$ cat config.mk
export PLATFORM = sky130hd
export DESIGN_NAME = seg_scan_mux
export DESIGN_NICKNAME = d
export VERILOG_FILES = /design/src/rtl/seg_pkg.sv /design/src/rtl/seg_refresh_tick.sv /design/src/rtl/seg_scan_mux.sv
export SDC_FILE = /design/constraint.sdc
export NUM_CORES = 1
export LEC_CHECK = 0
export ABC_AREA = 1
export BUFFER_PORTS_ARGS = -buffer_cell sky130_fd_sc_hd__buf_2
export CAP_MARGIN = 20
export CORE_AREA = 2 2 68 70
export CTS_CLUSTER_SIZE = 30
export DETAILED_ROUTE_END_ITERATION = 6
export DIE_AREA = 0 0 70 72
export PLACE_DENSITY = 0.68
export SETUP_SLACK_MARGIN = 0.1
export SYNTH_ARGS = -nofsm -noshare
export SYNTH_HDL_FRONTEND = slang
export SYNTH_SLANG_ARGS = --single-unit
$ cat constraint.sdc
create_clock -name clk -period 2.8 [get_ports clk]
set_input_delay 0.56 -clock clk [delete_from_list [all_inputs] [get_ports clk]]
set_output_delay 0.56 -clock clk [all_outputs]
set_load 0.03 [all_outputs]
$ cat src/rtl/seg_pkg.sv
`default_nettype none
// ============================================================================
//  Module   : seg_pkg
//  Purpose  : Shared constants, types and helpers for the 4-digit
//             7-segment scan logic.
//  Contents : DIGITS, AN_OFF, AN_RESET, BCD_MAX, bcd_t, scan_out_t,
//             bcd_invalid(), an_for()
//  Revision : 1.0  initial release
// ============================================================================
package seg_pkg;

  localparam int         DIGITS   = 4;
  localparam logic [3:0] AN_OFF   = 4'b1111;  // all common anodes dark
  localparam logic [3:0] AN_RESET = 4'b1110;  // digit 0 selected
  localparam logic [3:0] BCD_MAX  = 4'd9;

  typedef logic [3:0] bcd_t;

  // Next-cycle values for the registered display outputs
  typedef struct packed {
    logic [3:0] an;
    bcd_t       digit;
    logic       err;
  } scan_out_t;

  function automatic logic bcd_invalid(input bcd_t d);
    return (d > BCD_MAX);
  endfunction

  // Active-low one-cold anode pattern for digit slot i
  function automatic logic [3:0] an_for(input logic [1:0] i);
    return ~(4'b0001 << i);
  endfunction

endpackage
`default_nettype wire

$ cat src/rtl/seg_refresh_tick.sv
`default_nettype none
// ============================================================================
//  Module   : seg_refresh_tick
//  Purpose  : Free-running prescaler producing a one-cycle tick every
//             REFRESH_DIV clocks, used to pace display multiplexing.
//  Params   : REFRESH_DIV  clock cycles per tick period (>= 2)
//  Ports    : clk   in   system clock
//             rst   in   synchronous active-high reset
//             tick  out  high on the last cycle of each period
//  Revision : 1.0  initial release
// ============================================================================
module seg_refresh_tick
  import seg_pkg::*;
#(
  parameter int REFRESH_DIV = 50000
) (
  input  logic clk,
  input  logic rst,
  output logic tick
);

  localparam int            CW   = (REFRESH_DIV > 1) ? $clog2(REFRESH_DIV) : 1;
  localparam logic [CW-1:0] LAST = CW'(REFRESH_DIV - 1);

  logic [CW-1:0] pcnt;

  // Explicit wrap so non-power-of-two dividers count 0 .. REFRESH_DIV-1
  always_ff @(posedge clk) begin
    if (rst) begin
      pcnt <= '0;
    end else if (pcnt == LAST) begin
      pcnt <= '0;
    end else begin
      pcnt <= pcnt + CW'(1);
    end
  end

  // Decoded from the counter so the tick lines up with the wrap cycle
  assign tick = (pcnt == LAST);

endmodule
`default_nettype wire

$ cat src/rtl/seg_scan_mux.sv
`default_nettype none
// ============================================================================
//  Module   : seg_scan_mux
//  Purpose  : Four-digit time-multiplexed scan controller feeding a
//             BCD-to-7-segment decoder and active-low common anodes.
//             Holds a packed-BCD value, scans one digit per slot, with
//             optional leading-zero blanking and invalid-BCD detection.
//  Params   : REFRESH_DIV  clock cycles per digit slot (>= 2)
//  Ports    : clk       in   system clock
//             rst       in   synchronous active-high reset
//             value     in   [15:0] packed BCD, [3:0] = rightmost digit
//             load      in   capture value into the hold register
//             blank_lz  in   enable leading-zero blanking
//             w,x,y,z   out  current digit bits 3..0 to the decoder
//             an        out  [3:0] anode enables, active low
//             bcd_err   out  any held nibble above 9
//  Revision : 1.0  initial release
// ============================================================================
module seg_scan_mux
  import seg_pkg::*;
#(
  parameter int REFRESH_DIV = 50000
) (
  input  logic        clk,
  input  logic        rst,
  input  logic [15:0] value,
  input  logic        load,
  input  logic        blank_lz,
  output logic        w,
  output logic        x,
  output logic        y,
  output logic        z,
  output logic [3:0]  an,
  output logic        bcd_err
);

  logic              tick;
  logic [15:0]       held;
  logic [15:0]       held_next;
  logic [1:0]        idx;
  logic [1:0]        idx_next;
  logic [DIGITS-1:0] nib_bad;
  logic [DIGITS-1:0] upper_zero;
  bcd_t              cur_digit;
  logic              blank;
  scan_out_t         nxt;

  seg_refresh_tick #(
    .REFRESH_DIV (REFRESH_DIV)
  ) u_refresh_tick (
    .clk  (clk),
    .rst  (rst),
    .tick (tick)
  );

  // Everything downstream looks at the post-edge hold/index values so a
  // load shows up one edge later on whichever slot becomes current, and a
  // load coinciding with a tick lands directly in the new slot.
  always_comb begin
    held_next = load ? value : held;
    idx_next  = idx + {1'b0, tick};
  end

  // Per-nibble flags: invalid BCD, and "this nibble and all above are zero"
  generate
    for (genvar i = 0; i < DIGITS; i++) begin : g_nib
      assign nib_bad[i]    = bcd_invalid(held_next[4*i +: 4]);
      assign upper_zero[i] = (held_next[15:4*i] == '0);
    end
  endgenerate

  always_comb begin
    cur_digit = held_next[{idx_next, 2'b00} +: 4];
    // Digit 0 never leading-zero blanks so a zero value still shows "0"
    blank     = nib_bad[idx_next]
              | (blank_lz & (idx_next != 2'd0) & upper_zero[idx_next]);
    nxt.an    = blank ? AN_OFF : an_for(idx_next);
    nxt.digit = blank ? bcd_t'(4'b0000) : cur_digit;
    nxt.err   = |nib_bad;
  end

  // Anode and digit bits share one register stage so they switch together
  always_ff @(posedge clk) begin
    if (rst) begin
      held         <= '0;
      idx          <= 2'd0;
      {w, x, y, z} <= 4'b0000;
      an           <= AN_RESET;
      bcd_err      <= 1'b0;
    end else begin
      held         <= held_next;
      idx          <= idx_next;
      {w, x, y, z} <= nxt.digit;
      an           <= nxt.an;
      bcd_err      <= nxt.err;
    end
  end

endmodule
`default_nettype wire

After elaboration in Yosys (flattened, before gate mapping) --
Index checks and enable logic that the tools add are counted.
Storage, ports and cells: bits in registers 43, input bits 20, output and inout port bits 9, logic and storage cells 38
Cells by class: $add $sub $neg 2, $lt $le $gt $ge 5, eq/ne operators 1, shift operators 2, mux-type cells 6, bitwise operators 4, reduce and logical (&&, ||, !) cells 8
Operator list (number):
- adder 16 x 1 -> 16 bit (second input constant) | 1
- == test 16 bit (second input constant) | 1
- greater-than comparator 4 bit (second input constant) | 4
- zero test 16 bit | 1
- 2-to-1 mux 16 bit | 1
- indexed part select 16 x 5 -> 4 bit | 1
- zero test 12 bit | 1
- zero test 8 bit | 1
- binary-select mux 1 bit (select 2 bit) | 2
- zero test 4 bit | 1
- NOT 4 bit | 1
- OR reduction 2 bit | 2
- OR reduction 4 bit | 1
- << shifter 1 x 2 -> 4 bit (first input constant) | 1
- < comparator 2 x 3 -> 1 bit (second input constant) | 1
- 2-to-1 mux 1 bit | 3
- adder 2 x 1 -> 2 bit | 1
- AND 1 bit | 2
- nonzero test 2 bit | 1
- OR 1 bit | 1

Longest topological paths before layout --
depth after elaboration 7, gate-level depth with buffers 16

Modules after synthesis --
Synthesis repeated with hierarchy kept, for this count alone.
Second synthesis, totals: cell total of the unflattened synthesis 330, area, all modules 2200.9 um^2
Modules (own cells, without submodules):
- seg_scan_mux | instances 1, cells an instance 200, area each 1341.3 um^2, seq. area each 540.5 um^2
- seg_refresh_tick | instances 1, cells an instance 130, area each 859.6 um^2, seq. area each 320.3 um^2

Worst setup path after synthesis --
OpenSTA, ideal clock, no wires.
kind register to register, start point register u_refresh_tick.pcnt[0], end point register an[3], setup time 0.125 ns, arrival time 1.859 ns, required time 2.675 ns, path slack 0.816 ns, stages on the path, launching flop included 16, buffers on the path 0, clock period less this slack 1.984 ns, path through dfxtp_1 ha_1 nand4_1 nor2_1 ha_1 inv_1 nand2_1 nand2_1 nand2_1 nor2_1 nand2_1 nand2_1 nor2_4 nand2_1 nor2_2 nand2_1
Between the ends: word-level cells in the longest chain between the ends 7, elaborated cells between the ends (all ways) 13
RTL lines:
- from (decl) | line seg_refresh_tick.sv:25 | logic [CW-1:0] pcnt;
- from (signal assigned) | line seg_refresh_tick.sv:34 | pcnt <= pcnt + CW'(1);
- == test 16 bit (*) | line seg_refresh_tick.sv:39 | assign tick = (pcnt == LAST);
- adder 2 x 1 -> 2 bit (*) | line seg_scan_mux.sv:61 | idx_next = idx + {1'b0, tick};
- binary-select mux 1 bit (select 2 bit) / nonzero test 2 bit (equally long branches) | line seg_scan_mux.sv:76 | | (blank_lz & (idx_next != 2'd0) & upper_zero[idx_next]);
- 2-to-1 mux 1 bit (not written as such) / AND 1 bit (equally long branches) | line seg_scan_mux.sv:76
- AND 1 bit | line seg_scan_mux.sv:76
- OR 1 bit | line seg_scan_mux.sv:76
- OR reduction 2 bit (no line)
- to (signal assigned) | line seg_scan_mux.sv:94 | an <= nxt.an;
- to (decl) | line seg_scan_mux.sv:33 | output logic [3:0] an,
Every way passes the cells marked *; elsewhere a longest branch is shown, timed or not. The select of a mux whose other input is x is not followed. A chain may end at the register's enable or synchronous reset.

Final worst setup path --
start point register u_refresh_tick.pcnt[8], end point register an[3]
Same word-level chain as after synthesis.

==> results.toml <==
[outcome]
outcome = "complete, no violations"

[floorplanning]
dieArea_mm2 = 0.00504
die_h_um = 72
start_util = 0.482
die_x_um = 70
std_cell_rows = 24
coreArea_mm2 = 0.00426
pin_count = 29

[drt]
vias_per_cell = 4.85
first_iter_violations = 150
drc = 0
wire_per_inst_um = 10.9
ant_nets = 0
dr.pass1.iters = 4
drt-total-wl_mm = 4.11
vias = 1830

[logic_synthesis]
postSynthCellCount = 296
synth_adder_area_share = 0.0183
muxShareOfSynthArea = 0
synth_common_cells = "76 x nand2_1, 44 x nor2_1, 43 x dfxtp_1"
synthFlopType = "dfxtp_1"
ys_seq_elements = 43
ys_types = 29
synth_most_common_cell = "nand2_1"
yosys-top-cells-area = "dfxtp_1 42%, nand2_1 14%, nor2_1 8.0%"
syn-mean-instance-area_um2 = 6.94
synth_top_cell_area_share = 0.419
yosysSeqAreaShare = 0.419
synth-xor-area-share = 0.0213
netlist_area_mm2 = 0.00205
synthSimpleGateAreaFrac = 0.347
synth_compound_area_frac = 0.0884
synth_area_leader_cell = "dfxtp_1"
synthArstFlopShare = 0
synth_fp_nets = 319
synth_top_family_by_area = "simple AND/OR/NAND/NOR gates"
synth_warnings = 0
synth_edf_count = 0

[clock_tree]
cts_buffers = 5
clockBufferDepth = 2
cts_root_buffer = "clkbuf_8"
insertion_delay_ps = 300
clk_pin_slew_ps = 80
cts_tree = "done"
postCtsHoldBufs = 0
cts_sinks = 43
htreeDepth = 2

[placement]
gp_congestion = 0.943
dp_hpwl_mm = 3.12
place_ws_ps = 509
portBuffers = 28

[setup_path]
cp.required_ps = 2980
crit_type = "register to register"
worstSetupEndpointType = "register"
path_max_fanout = 7
startpoint_type = "register"
critical_path_arrival_ps = 2510

[timing]
fin_crit_ps = 2330
rsz0062_at_grt = "false"
post-route-period-util = 0.832
fin_tns_setup_ps = 0
clock_skew_ps = 13.6
tightest_slew_ps = 661
setup_violations = 0
fin_ws_ps = 472
clock.fmax_ghz = 0.429
relSlewSlack = 0.560
slew_viol_final = 0
whs_ps = 452
hold_viol_final = 0

[finish]
drive_above_1_share = 0.175
antenna_cells = 0
nNetsFinal = 347
area_growth_pct = 13.5

[pwr]
finalPower_mw = 1.27
ir_drop_mv = 0.255
pwr_density_cell_mw_per_mm2 = 546
p_leak_nw = 1.11

[grt]
grt.overflow.total = 0
antenna_found_initial = 0
grt_pass1_vias = 1780
globalRouteTotalUtil = 0.182
grt_max_degree = 25
grt_pass1_wl_mm = 7.37

[worst_hold_path]
hold_path_class = "register to register"

[flow_run]
drv_cap = 0
[timing repair]
action	CTS	global route
setup endpoints to repair	0	2
gates resized for setup	0	1
setup buffers	0	0
[cell families (layout without fill, tap and decap cells)]
group	count (synthesis)	count (layout)
fa+ha+maj	3	3
flops	43	43
buf+inv	52	81
xor+xnor	5	5
compound gates	32	32
simple gates	161	161
[through the flow]
step | util | cells | area [um^2]
3_3_place_gp | 0.518 | 369 | 2210
2_1_floorplan | - | 296 | 2050
5_1_grt | 0.547 | 377 | 2330
6_report | 0.547 | 377 | 2330
3_5_place_dp | 0.518 | 369 | 2210
4_1_cts | 0.546 | 377 | 2330
[state kept, by name, indices dropped and copies added, names as in the netlist]
signal               count
u_refresh_tick.pcnt     16
bcd_err                  1
idx                      2
w                        1
y                        1
z                        1
an                       4
held                    16
x                        1
[layer usage]
layer	global-route usage	up-vias	wire length, um
met5	0	-	0
met4	0.0812	0	93
met3	0.0431	12	132
met2	0.303	29	1840
met1	0.225	818	2040
li1	-	971	-
[placed cells by master (no fill, tap or decap)]
cell       netlist  layout
nand3_2          1       1
nor2_1          44      43
nor4_1           1       1
nor3_1           5       5
o21ai_0          3       3
inv_2            4       4
o211ai_1         4       4
clkinv_2         0       1
ha_1             3       3
nor2_4           2       2
or2_0            3       3
nand2_4          1       1
xor2_1           5       5
o21ai_1          6       6
nand4_1          8       8
a21oi_1         16      16
nand2_2          6       6
dfxtp_1         43      43
bufinv_16        0       1
o21ai_2          2       2
nand3_1          9       9
nand2_1         76      76
buf_2            2      28
nor2_2           3       4
clkbuf_8         0       6
inv_1           41      41
nor3b_1          1       1
a41oi_1          1       1
nor3_2           1       1
[report_power, final]
part,switching (mW),internal (mW)
clock,0.207,0.289
combinational,0.0879,0.0462
sequential,0.00850,0.635
total,0.303,0.969
[worst max-delay path, cell delays in order, from the launching register on]
cell and delay (ps):
dfxtp_1 380, nand2_1 100, nor3_1 170, nand4_1 160
nor2_1 170, ha_1 190, inv_1 40, nand2_1 60
nand2_1 150, nand2_1 200, nor2_1 80, nand2_1 80
nand2_1 80, nor2_4 120, nand2_1 80, nor2_2 90
nand2_1 60
[final cells by class]
cell class,instances,area (um^2)
fill,437,1930
multi-input combinational,201,978
sequential,43,861
inverter,45,169
timing repair buffer,28,140
clock buffer,6,82.6
tap,52,65.1
clock inverter,2,35.0
[worst paths after layout]
check / endpoint / startpoint / slack, ps / cells past startpoint
setup / recovery: an[3] / u_refresh_tick.pcnt[8] / 470 / 16
hold / removal: u_refresh_tick.pcnt[0] / u_refresh_tick.pcnt[0] / 450 / 1
setup reg to reg: an[3] / u_refresh_tick.pcnt[8] / 470 / 16
hold reg to reg: u_refresh_tick.pcnt[0] / u_refresh_tick.pcnt[0] / 450 / 1
Power figures use the tool's default switching activity.
